## config.mk

```make
export PLATFORM = sky130hd
export DESIGN_NAME = usr_lane_shifter_flat
export DESIGN_NICKNAME = d
export VERILOG_FILES = /design/src/rtl/usr_lane_shifter_if.sv /design/src/rtl/usr_lane_shifter.sv /design/src/flat_wrapper.sv
export SDC_FILE = /design/constraint.sdc
export NUM_CORES = 2
export LEC_CHECK = 0
export ABC_CLOCK_PERIOD_IN_PS = 6000
export BUFFER_PORTS_ARGS = -buffer_cell sky130_fd_sc_hd__clkbuf_2
export CAP_MARGIN = 25
export CORE_AREA = 3 3 429 431
export CTS_CLUSTER_DIAMETER = 60
export DETAILED_ROUTE_END_ITERATION = 8
export DIE_AREA = 0 0 432 434
export GPL_TIMING_DRIVEN = 0
export MAX_ROUTING_LAYER = met4
export PLACE_DENSITY_LB_ADDON = 0.1
export SLEW_MARGIN = 20
export SYNTH_ARGS = -nofsm -noshare
export SYNTH_HDL_FRONTEND = slang
export SYNTH_SLANG_ARGS = --single-unit
```

## constraint.sdc

```tcl
create_clock -name clk -period 6 [get_ports clk]
set_input_delay 1.8 -clock clk [delete_from_list [all_inputs] [get_ports clk]]
set_output_delay 1.8 -clock clk [all_outputs]
set_load 0.03 [all_outputs]
```

## src/rtl/usr_lane_shifter_if.sv

```systemverilog
// Command and data bundle for the lane shifter: command handshake, parallel
// and serial lane data, and status outputs.
interface usr_lane_shifter_if #(
  parameter int LANE_W = 16,
  parameter int LANES  = 32,
  parameter int CNT_W  = $clog2(LANES + 1)
);
  logic                    cmd_valid;
  logic                    cmd_ready;
  logic [2:0]              cmd_op;
  logic [CNT_W-1:0]        cmd_cnt;
  logic [LANE_W*LANES-1:0] p_in;
  logic [LANE_W-1:0]       s_left_in;
  logic [LANE_W-1:0]       s_right_in;
  logic [LANE_W*LANES-1:0] p_out;
  logic [LANE_W-1:0]       s_left_out;
  logic [LANE_W-1:0]       s_right_out;
  logic                    busy;
  logic                    done;

  modport master (
    output cmd_valid, cmd_op, cmd_cnt, p_in, s_left_in, s_right_in,
    input  cmd_ready, p_out, s_left_out, s_right_out, busy, done
  );

  modport slave (
    input  cmd_valid, cmd_op, cmd_cnt, p_in, s_left_in, s_right_in,
    output cmd_ready, p_out, s_left_out, s_right_out, busy, done
  );
endinterface

```

## src/rtl/usr_lane_shifter.sv

```systemverilog
// Command-driven lane shift register: LOAD/CLEAR complete at the accept edge,
// shifts and rotates step one lane per cycle in SHIFT.
//
// state   | meaning
// S_IDLE  | ready for a command; single-cycle ops execute here
// S_SHIFT | stepping one lane per edge until rem_q reaches zero
module usr_lane_shifter #(
  parameter int LANE_W = 16,
  parameter int LANES  = 32,
  parameter int CNT_W  = $clog2(LANES + 1)
) (
  input logic               clk,
  input logic               rst,
  usr_lane_shifter_if.slave bus
);
  localparam int W = LANE_W * LANES;
  localparam logic [CNT_W-1:0] LANES_C = CNT_W'(LANES);
  localparam logic [2:0] OP_SHL   = 3'd1;
  localparam logic [2:0] OP_SHR   = 3'd2;
  localparam logic [2:0] OP_ROL   = 3'd3;
  localparam logic [2:0] OP_ROR   = 3'd4;
  localparam logic [2:0] OP_LOAD  = 3'd5;
  localparam logic [2:0] OP_CLEAR = 3'd6;

  typedef enum logic {S_IDLE = 1'b0, S_SHIFT = 1'b1} state_e;

  state_e           state_q, state_d;
  logic [2:0]       op_q, op_d;
  logic [CNT_W-1:0] rem_q, rem_d;
  logic [W-1:0]     data_q, data_d;
  logic             done_q, done_d;
  logic [CNT_W-1:0] eff_cnt;
  logic             accept;
  logic             shift_cmd;

  assign eff_cnt   = (bus.cmd_cnt > LANES_C) ? LANES_C : bus.cmd_cnt;
  assign accept    = bus.cmd_valid && (state_q == S_IDLE);
  // Zero-count shifts are handled like NOP so they never enter SHIFT.
  assign shift_cmd = (bus.cmd_op >= OP_SHL) && (bus.cmd_op <= OP_ROR) && (eff_cnt != '0);

  always_ff @(posedge clk) begin
    if (rst) state_q <= S_IDLE;
    else     state_q <= state_d;
  end

  always_comb begin
    state_d = state_q;
    case (state_q)
      S_IDLE:  if (accept && shift_cmd) state_d = S_SHIFT;
      S_SHIFT: if (rem_q == CNT_W'(1)) state_d = S_IDLE;
      default: state_d = S_IDLE;
    endcase
  end

  always_ff @(posedge clk) begin
    if (rst) begin
      data_q <= '0;
      op_q   <= '0;
      rem_q  <= '0;
      done_q <= 1'b0;
    end else begin
      data_q <= data_d;
      op_q   <= op_d;
      rem_q  <= rem_d;
      done_q <= done_d;
    end
  end

  always_comb begin
    data_d = data_q;
    op_d   = op_q;
    rem_d  = rem_q;
    done_d = 1'b0;
    if (state_q == S_IDLE) begin
      if (accept) begin
        if (shift_cmd) begin
          op_d  = bus.cmd_op;
          rem_d = eff_cnt;
        end else begin
          done_d = 1'b1;
          if (bus.cmd_op == OP_LOAD)  data_d = bus.p_in;
          if (bus.cmd_op == OP_CLEAR) data_d = '0;
        end
      end
    end else begin
      rem_d  = rem_q - CNT_W'(1);
      done_d = (rem_q == CNT_W'(1));
      case (op_q)
        OP_SHL:  data_d = {data_q[W-LANE_W-1:0], bus.s_left_in};
        OP_SHR:  data_d = {bus.s_right_in, data_q[W-1:LANE_W]};
        OP_ROL:  data_d = {data_q[W-LANE_W-1:0], data_q[W-1:W-LANE_W]};
        OP_ROR:  data_d = {data_q[LANE_W-1:0], data_q[W-1:LANE_W]};
        default: data_d = data_q;
      endcase
    end
  end

  always_comb begin
    bus.cmd_ready = (state_q == S_IDLE);
    bus.busy      = (state_q == S_SHIFT);
  end

  assign bus.done        = done_q;
  assign bus.p_out       = data_q;
  assign bus.s_left_out  = data_q[W-1:W-LANE_W];
  assign bus.s_right_out = data_q[LANE_W-1:0];
endmodule

```

## src/flat_wrapper.sv

```systemverilog
// flat-port wrapper written by rule: the top's interface ports become plain ports
module usr_lane_shifter_flat 
#(
  parameter int LANE_W = 16,
  parameter int LANES  = 32,
  parameter int CNT_W  = $clog2(LANES + 1)
)
  (clk, rst, bus_cmd_valid, bus_cmd_op, bus_cmd_cnt, bus_p_in, bus_s_left_in, bus_s_right_in, bus_cmd_ready, bus_p_out, bus_s_left_out, bus_s_right_out, bus_busy, bus_done);
  usr_lane_shifter_if #(.LANE_W(LANE_W), .LANES(LANES), .CNT_W(CNT_W)) bus_i ();
  input logic clk;
  input logic rst;
  input wire logic [$bits(bus_i.cmd_valid)-1:0] bus_cmd_valid;
  input wire logic [$bits(bus_i.cmd_op)-1:0] bus_cmd_op;
  input wire logic [$bits(bus_i.cmd_cnt)-1:0] bus_cmd_cnt;
  input wire logic [$bits(bus_i.p_in)-1:0] bus_p_in;
  input wire logic [$bits(bus_i.s_left_in)-1:0] bus_s_left_in;
  input wire logic [$bits(bus_i.s_right_in)-1:0] bus_s_right_in;
  output wire logic [$bits(bus_i.cmd_ready)-1:0] bus_cmd_ready;
  output wire logic [$bits(bus_i.p_out)-1:0] bus_p_out;
  output wire logic [$bits(bus_i.s_left_out)-1:0] bus_s_left_out;
  output wire logic [$bits(bus_i.s_right_out)-1:0] bus_s_right_out;
  output wire logic [$bits(bus_i.busy)-1:0] bus_busy;
  output wire logic [$bits(bus_i.done)-1:0] bus_done;
  assign bus_i.cmd_valid = bus_cmd_valid;
  assign bus_i.cmd_op = bus_cmd_op;
  assign bus_i.cmd_cnt = bus_cmd_cnt;
  assign bus_i.p_in = bus_p_in;
  assign bus_i.s_left_in = bus_s_left_in;
  assign bus_i.s_right_in = bus_s_right_in;
  assign bus_cmd_ready = bus_i.cmd_ready;
  assign bus_p_out = bus_i.p_out;
  assign bus_s_left_out = bus_i.s_left_out;
  assign bus_s_right_out = bus_i.s_right_out;
  assign bus_busy = bus_i.busy;
  assign bus_done = bus_i.done;
  usr_lane_shifter #(.LANE_W(LANE_W), .LANES(LANES), .CNT_W(CNT_W)) u_core (.clk(clk), .rst(rst), .bus(bus_i));
endmodule
```

==> impl_results.html <==
<table>
<tr><th>Metric</th><th>Value</th></tr>
<tr><th colspan="2">Run status</th></tr>
<tr><td>Run status</td><td>complete, no violations</td></tr>
<tr><th colspan="2">Yosys</th></tr>
<tr><td>Count of flip-flops with a built-in enable after synthesis</td><td>0</td></tr>
<tr><td>Mapped Nets</td><td>between 4k and 5k</td></tr>
<tr><td>Seq cells post-synth</td><td>roughly 520</td></tr>
<tr><td>Synth cell types</td><td>44</td></tr>
<tr><td>Sequential element share of the synthesized area</td><td>0.324</td></tr>
<tr><td>Synthesized area per cell</td><td>between 7 and 8 sq um</td></tr>
<tr><td>Yosys warns</td><td>0</td></tr>
<tr><td>Most used flip-flop cell after synthesis</td><td>sky130_fd_sc_hd__dfxtp_1</td></tr>
<tr><td>Post-synthesis instance area</td><td>~0.032 sq mm</td></tr>
<tr><td>Cells after synthesis</td><td>approximately 4.3k</td></tr>
<tr><td>Asr flop ratio synth</td><td>0</td></tr>
<tr><th colspan="2">STA</th></tr>
<tr><td>Worst-case headroom to the max-slew limit</td><td>0.362</td></tr>
<tr><td>Clock period minus final worst setup slack</td><td>between 4 and 5 ns</td></tr>
<tr><td>Maximum clock skew at final layout</td><td>around 0.029 ns</td></tr>
<tr><td>Worst-Margin Slew</td><td>0.956 ns</td></tr>
<tr><td>Count of final setup violators</td><td>0</td></tr>
<tr><td>Final max-slew violation count</td><td>0</td></tr>
<tr><td>Highest achievable clock rate</td><td>approximately 0.24 GHz</td></tr>
<tr><td>Final hold violation count</td><td>0</td></tr>
<tr><td>Setup repair after global routing missed its margin</td><td>no</td></tr>
<tr><td>Final sum of negative setup slack</td><td>0 ns</td></tr>
<tr><td>Share of the cycle needed by the critical path after routing</td><td>0.685</td></tr>
<tr><th colspan="2">Drt</th></tr>
<tr><td>Final wirelength</td><td>243000 um</td></tr>
<tr><td>Mean routed wirelength per cell</td><td>30.6 um</td></tr>
<tr><td>Number of vias after detailed routing</td><td>about 40k</td></tr>
<tr><td>Post-DRT Antenna Nets</td><td>0</td></tr>
<tr><td>DRC violation count after routing</td><td>0</td></tr>
<tr><td>Via count normalized by instance count</td><td>about 5</td></tr>
<tr><td>DRC violation total after the first TritonRoute iteration</td><td>3412</td></tr>
<tr><td>Detailed-routing iteration count for the pre-antenna-repair pass</td><td>5</td></tr>
<tr><th colspan="2">Final layout</th></tr>
<tr><td>Final cell utilization of the core</td><td>0.245</td></tr>
<tr><td>Final design instance area without fill</td><td>about 0.044 sq mm</td></tr>
<tr><td>Nets</td><td>~6.0k</td></tr>
<tr><td>Most used cells in the layout excluding fill and tap cells</td><td>sky130_fd_sc_hd__clkbuf_2, sky130_fd_sc_hd__dfxtp_1, sky130_fd_sc_hd__a21oi_1, sky130_fd_sc_hd__a211oi_1, sky130_fd_sc_hd__nor2_1</td></tr>
<tr><td>Commonest non-fill, non-tap cell in the layout</td><td>sky130_fd_sc_hd__clkbuf_2</td></tr>
<tr><td>Fraction of layout cells with a size suffix above 1</td><td>0.257</td></tr>
<tr><td>Number of inserted filler cells in the final layout</td><td>20.5k</td></tr>
<tr><td>Syn-to-layout area delta</td><td>36.9%</td></tr>
<tr><th colspan="2">Floorplan</th></tr>
<tr><td>Standard-cell row count</td><td>156</td></tr>
<tr><td>Number of primary I/O pins</td><td>approximately 1.1k</td></tr>
<tr><td>Width of the die</td><td>roughly 430 um</td></tr>
<tr><td>Vertical die dimension</td><td>about 430 um</td></tr>
<tr><td>Floorplan Core Area</td><td>between 0.15 and 0.2 sq mm</td></tr>
<tr><td>Starting density of the core</td><td>0.179</td></tr>
<tr><td>Area enclosed by the die boundary</td><td>approximately 0.19 sq mm</td></tr>
<tr><th colspan="2">Global route</th></tr>
<tr><td>First-pass GRT wire length</td><td>~330000 um</td></tr>
<tr><td>Maximum number of pins on one net before global-route repair</td><td>14</td></tr>
<tr><td>Total congestion overflow</td><td>0</td></tr>
<tr><td>Antenna violations before repair</td><td>62</td></tr>
<tr><td>Number of global-route vias before repair</td><td>about 40k</td></tr>
<tr><td>Global-route total usage across every layer</td><td>0.254</td></tr>
<tr><th colspan="2">Run</th></tr>
<tr><td>Max-cap violation count</td><td>0</td></tr>
<tr><th colspan="2">Placed design</th></tr>
<tr><td>Hpwl dp</td><td>~200000 um</td></tr>
<tr><td>IO Port Bufs</td><td>1100</td></tr>
<tr><td>Weighted congestion reported at the end of routability-driven placement</td><td>0.942</td></tr>
<tr><td>Post-place instance area</td><td>between 0.04 and 0.05 sq mm</td></tr>
<tr><th colspan="2">Worst hold path</th></tr>
<tr><td>Path category of the worst min-delay check</td><td>flop to flop</td></tr>
<tr><th colspan="2">CTS</th></tr>
<tr><td>Clock transition time at the flip-flop clock pins of the worst setup and hold paths</td><td>0.06 ns</td></tr>
<tr><td>Post-CTS sizing</td><td>0</td></tr>
<tr><td>Post-CTS repair timing setup buffer count</td><td>0</td></tr>
<tr><td>Clock tree from TritonCTS</td><td>built</td></tr>
<tr><td>CTS Hold Bufs</td><td>0</td></tr>
<tr><td>Total number of H-tree levels</td><td>3</td></tr>
<tr><td>Clock buffers created by TritonCTS</td><td>95</td></tr>
<tr><td>Maximum buffer depth of the clock tree</td><td>3</td></tr>
<tr><td>Clock tree root buffer cell</td><td>sky130_fd_sc_hd__clkbuf_16</td></tr>
<tr><td>Clock sink count</td><td>approximately 520</td></tr>
<tr><td>Skew-Pair Late Insertion Delay</td><td>0.70 ns</td></tr>
<tr><th colspan="2">Worst setup path</th></tr>
<tr><td>Crit path max fanout</td><td>10</td></tr>
<tr><td>Worst Setup Path Type</td><td>flop to output port</td></tr>
<tr><td>Setup crit start kind</td><td>flop</td></tr>
<tr><td>Arrival @ worst endpoint</td><td>2.31 ns</td></tr>
<tr><td>Endpoint kind of the worst setup timing path</td><td>output port</td></tr>
<tr><td>Worst Path Required</td><td>around 4.2 ns</td></tr>
<tr><th colspan="2">Pwr</th></tr>
<tr><td>Power per cell area</td><td>316 mW/mm^2</td></tr>
<tr><td>Total power after layout</td><td>approximately 14 mW</td></tr>
<tr><td>Static leakage</td><td>15.7 nW</td></tr>
<tr><td>Worst vdd ir</td><td>between 0.0002 and 0.00025 V</td></tr>
</table>
path summary, 6_finish.rpt:
| check | startpoint | slack [ns] | depth (start not counted) | endpoint |
|---|---|---|---|---|
| setup / recovery | u_core.bus.busy | 1.89 | 3 | bus_cmd_ready |
| setup reg to reg | u_core.bus.busy | 2.56 | 7 | u_core.bus.p_out[81] |
| hold / removal | u_core.bus.p_out[150] | 0.54 | 2 | u_core.bus.p_out[150] |
| hold reg to reg | u_core.bus.p_out[150] | 0.54 | 2 | u_core.bus.p_out[150] |
flip-flops by register name, indices dropped and copies added (netlist names):
| register | flops |
|---|---|
| u_core.bus.done | 1 |
| u_core.rem_q | 6 |
| u_core.op_q | 3 |
| u_core.bus.busy | 1 |
| u_core.bus.p_out | 512 |
final cells by class:
type / count / area [sq um] / area share
Antenna cell: 31 / 77.6 / 0.00176
Buffer: 560 / 2400 / 0.0543
Clock buffer: 133 / 2780 / 0.0630
Clock inverter: 42 / 548 / 0.0124
Inverter: 20 / 75.1 / 0.00170
Multi-Input combinational cell: 3167 / 19300 / 0.438
Sequential cell: 523 / 10500 / 0.237
Tap cell: 2370 / 2970 / 0.0671
Timing Repair Buffer: 1102 / 5520 / 0.125
where the power goes:
part | internal [mW] | switching [mW]
Clock | 3.62 | 2.19
Combinational | 1.11 | 2.51
Sequential | 3.80 | 0.742
Total | 8.53 | 5.44
metrics by stage:
stage               hold slack (ns)  setup slack [ns]  instances
finish                        0.541              1.89       7948
global placement              0.526              1.29       7740
detailed placement            0.534              1.26       7742
global route                  0.555              1.80       7942
floorplan                     0.500              2.67       4270
CTS                           0.542              1.82       7917
routing by layer:
metal / global-route usage / vias to the layer above / wire, um
met4: 0.0877 / 0 / 9150
met5: - / - / 0
li1: - / 18200 / -
met1: 0.312 / 19700 / 103000
met3: 0.0355 / 371 / 12800
met2: 0.425 / 1596 / 118000
logic make-up (layout without fill, tap and decap cells):
group | Yosys count | in the layout | share of synthesized area
compound gates | 2108 | 2108 | 0.415
simple gates | 1052 | 1052 | 0.182
buf+inv | 580 | 1857 | 0.0765
flops | 523 | 523 | 0.324
xor+xnor | 5 | 5 | 0.00136
fa+ha+maj | 2 | 2 | 0.000775
other cells | 0 | 31 | 0
cell usage after synthesis, drive strengths merged, types with 4 or more instances:
| master | n | area, sq um |
|---|---|---|
| o21ai | 498 | 2490 |
| nor3b | 485 | 3640 |
| inv | 20 | 75.1 |
| or3 | 4 | 25.0 |
| xor2 | 4 | 35.0 |
| nor3 | 28 | 140 |
| nand3b | 6 | 45.0 |
| o22ai | 11 | 68.8 |
| dfxtp | 523 | 10500 |
| nor2 | 511 | 1920 |
| clkbuf | 370 | 1390 |
| o21a | 480 | 3600 |
| a211o | 27 | 236 |
| buf | 190 | 1000 |
| a41o | 5 | 50.1 |
| a221o | 16 | 160 |
| a221oi | 6 | 52.6 |
| nand3 | 4 | 20.0 |
| o221ai | 16 | 140 |
| a211oi | 512 | 3840 |
| o41ai | 5 | 43.8 |
| a21oi | 521 | 2610 |
worst max-delay path, cell delays in order (launching register included):
cell and delay (ns):
sky130_fd_sc_hd__dfxtp_1 0.37, sky130_fd_sc_hd__inv_1 0.26, sky130_fd_sc_hd__buf_1 0.59, sky130_fd_sc_hd__clkbuf_2 0.37
Note: power is estimated with default switching activity, not from simulation.
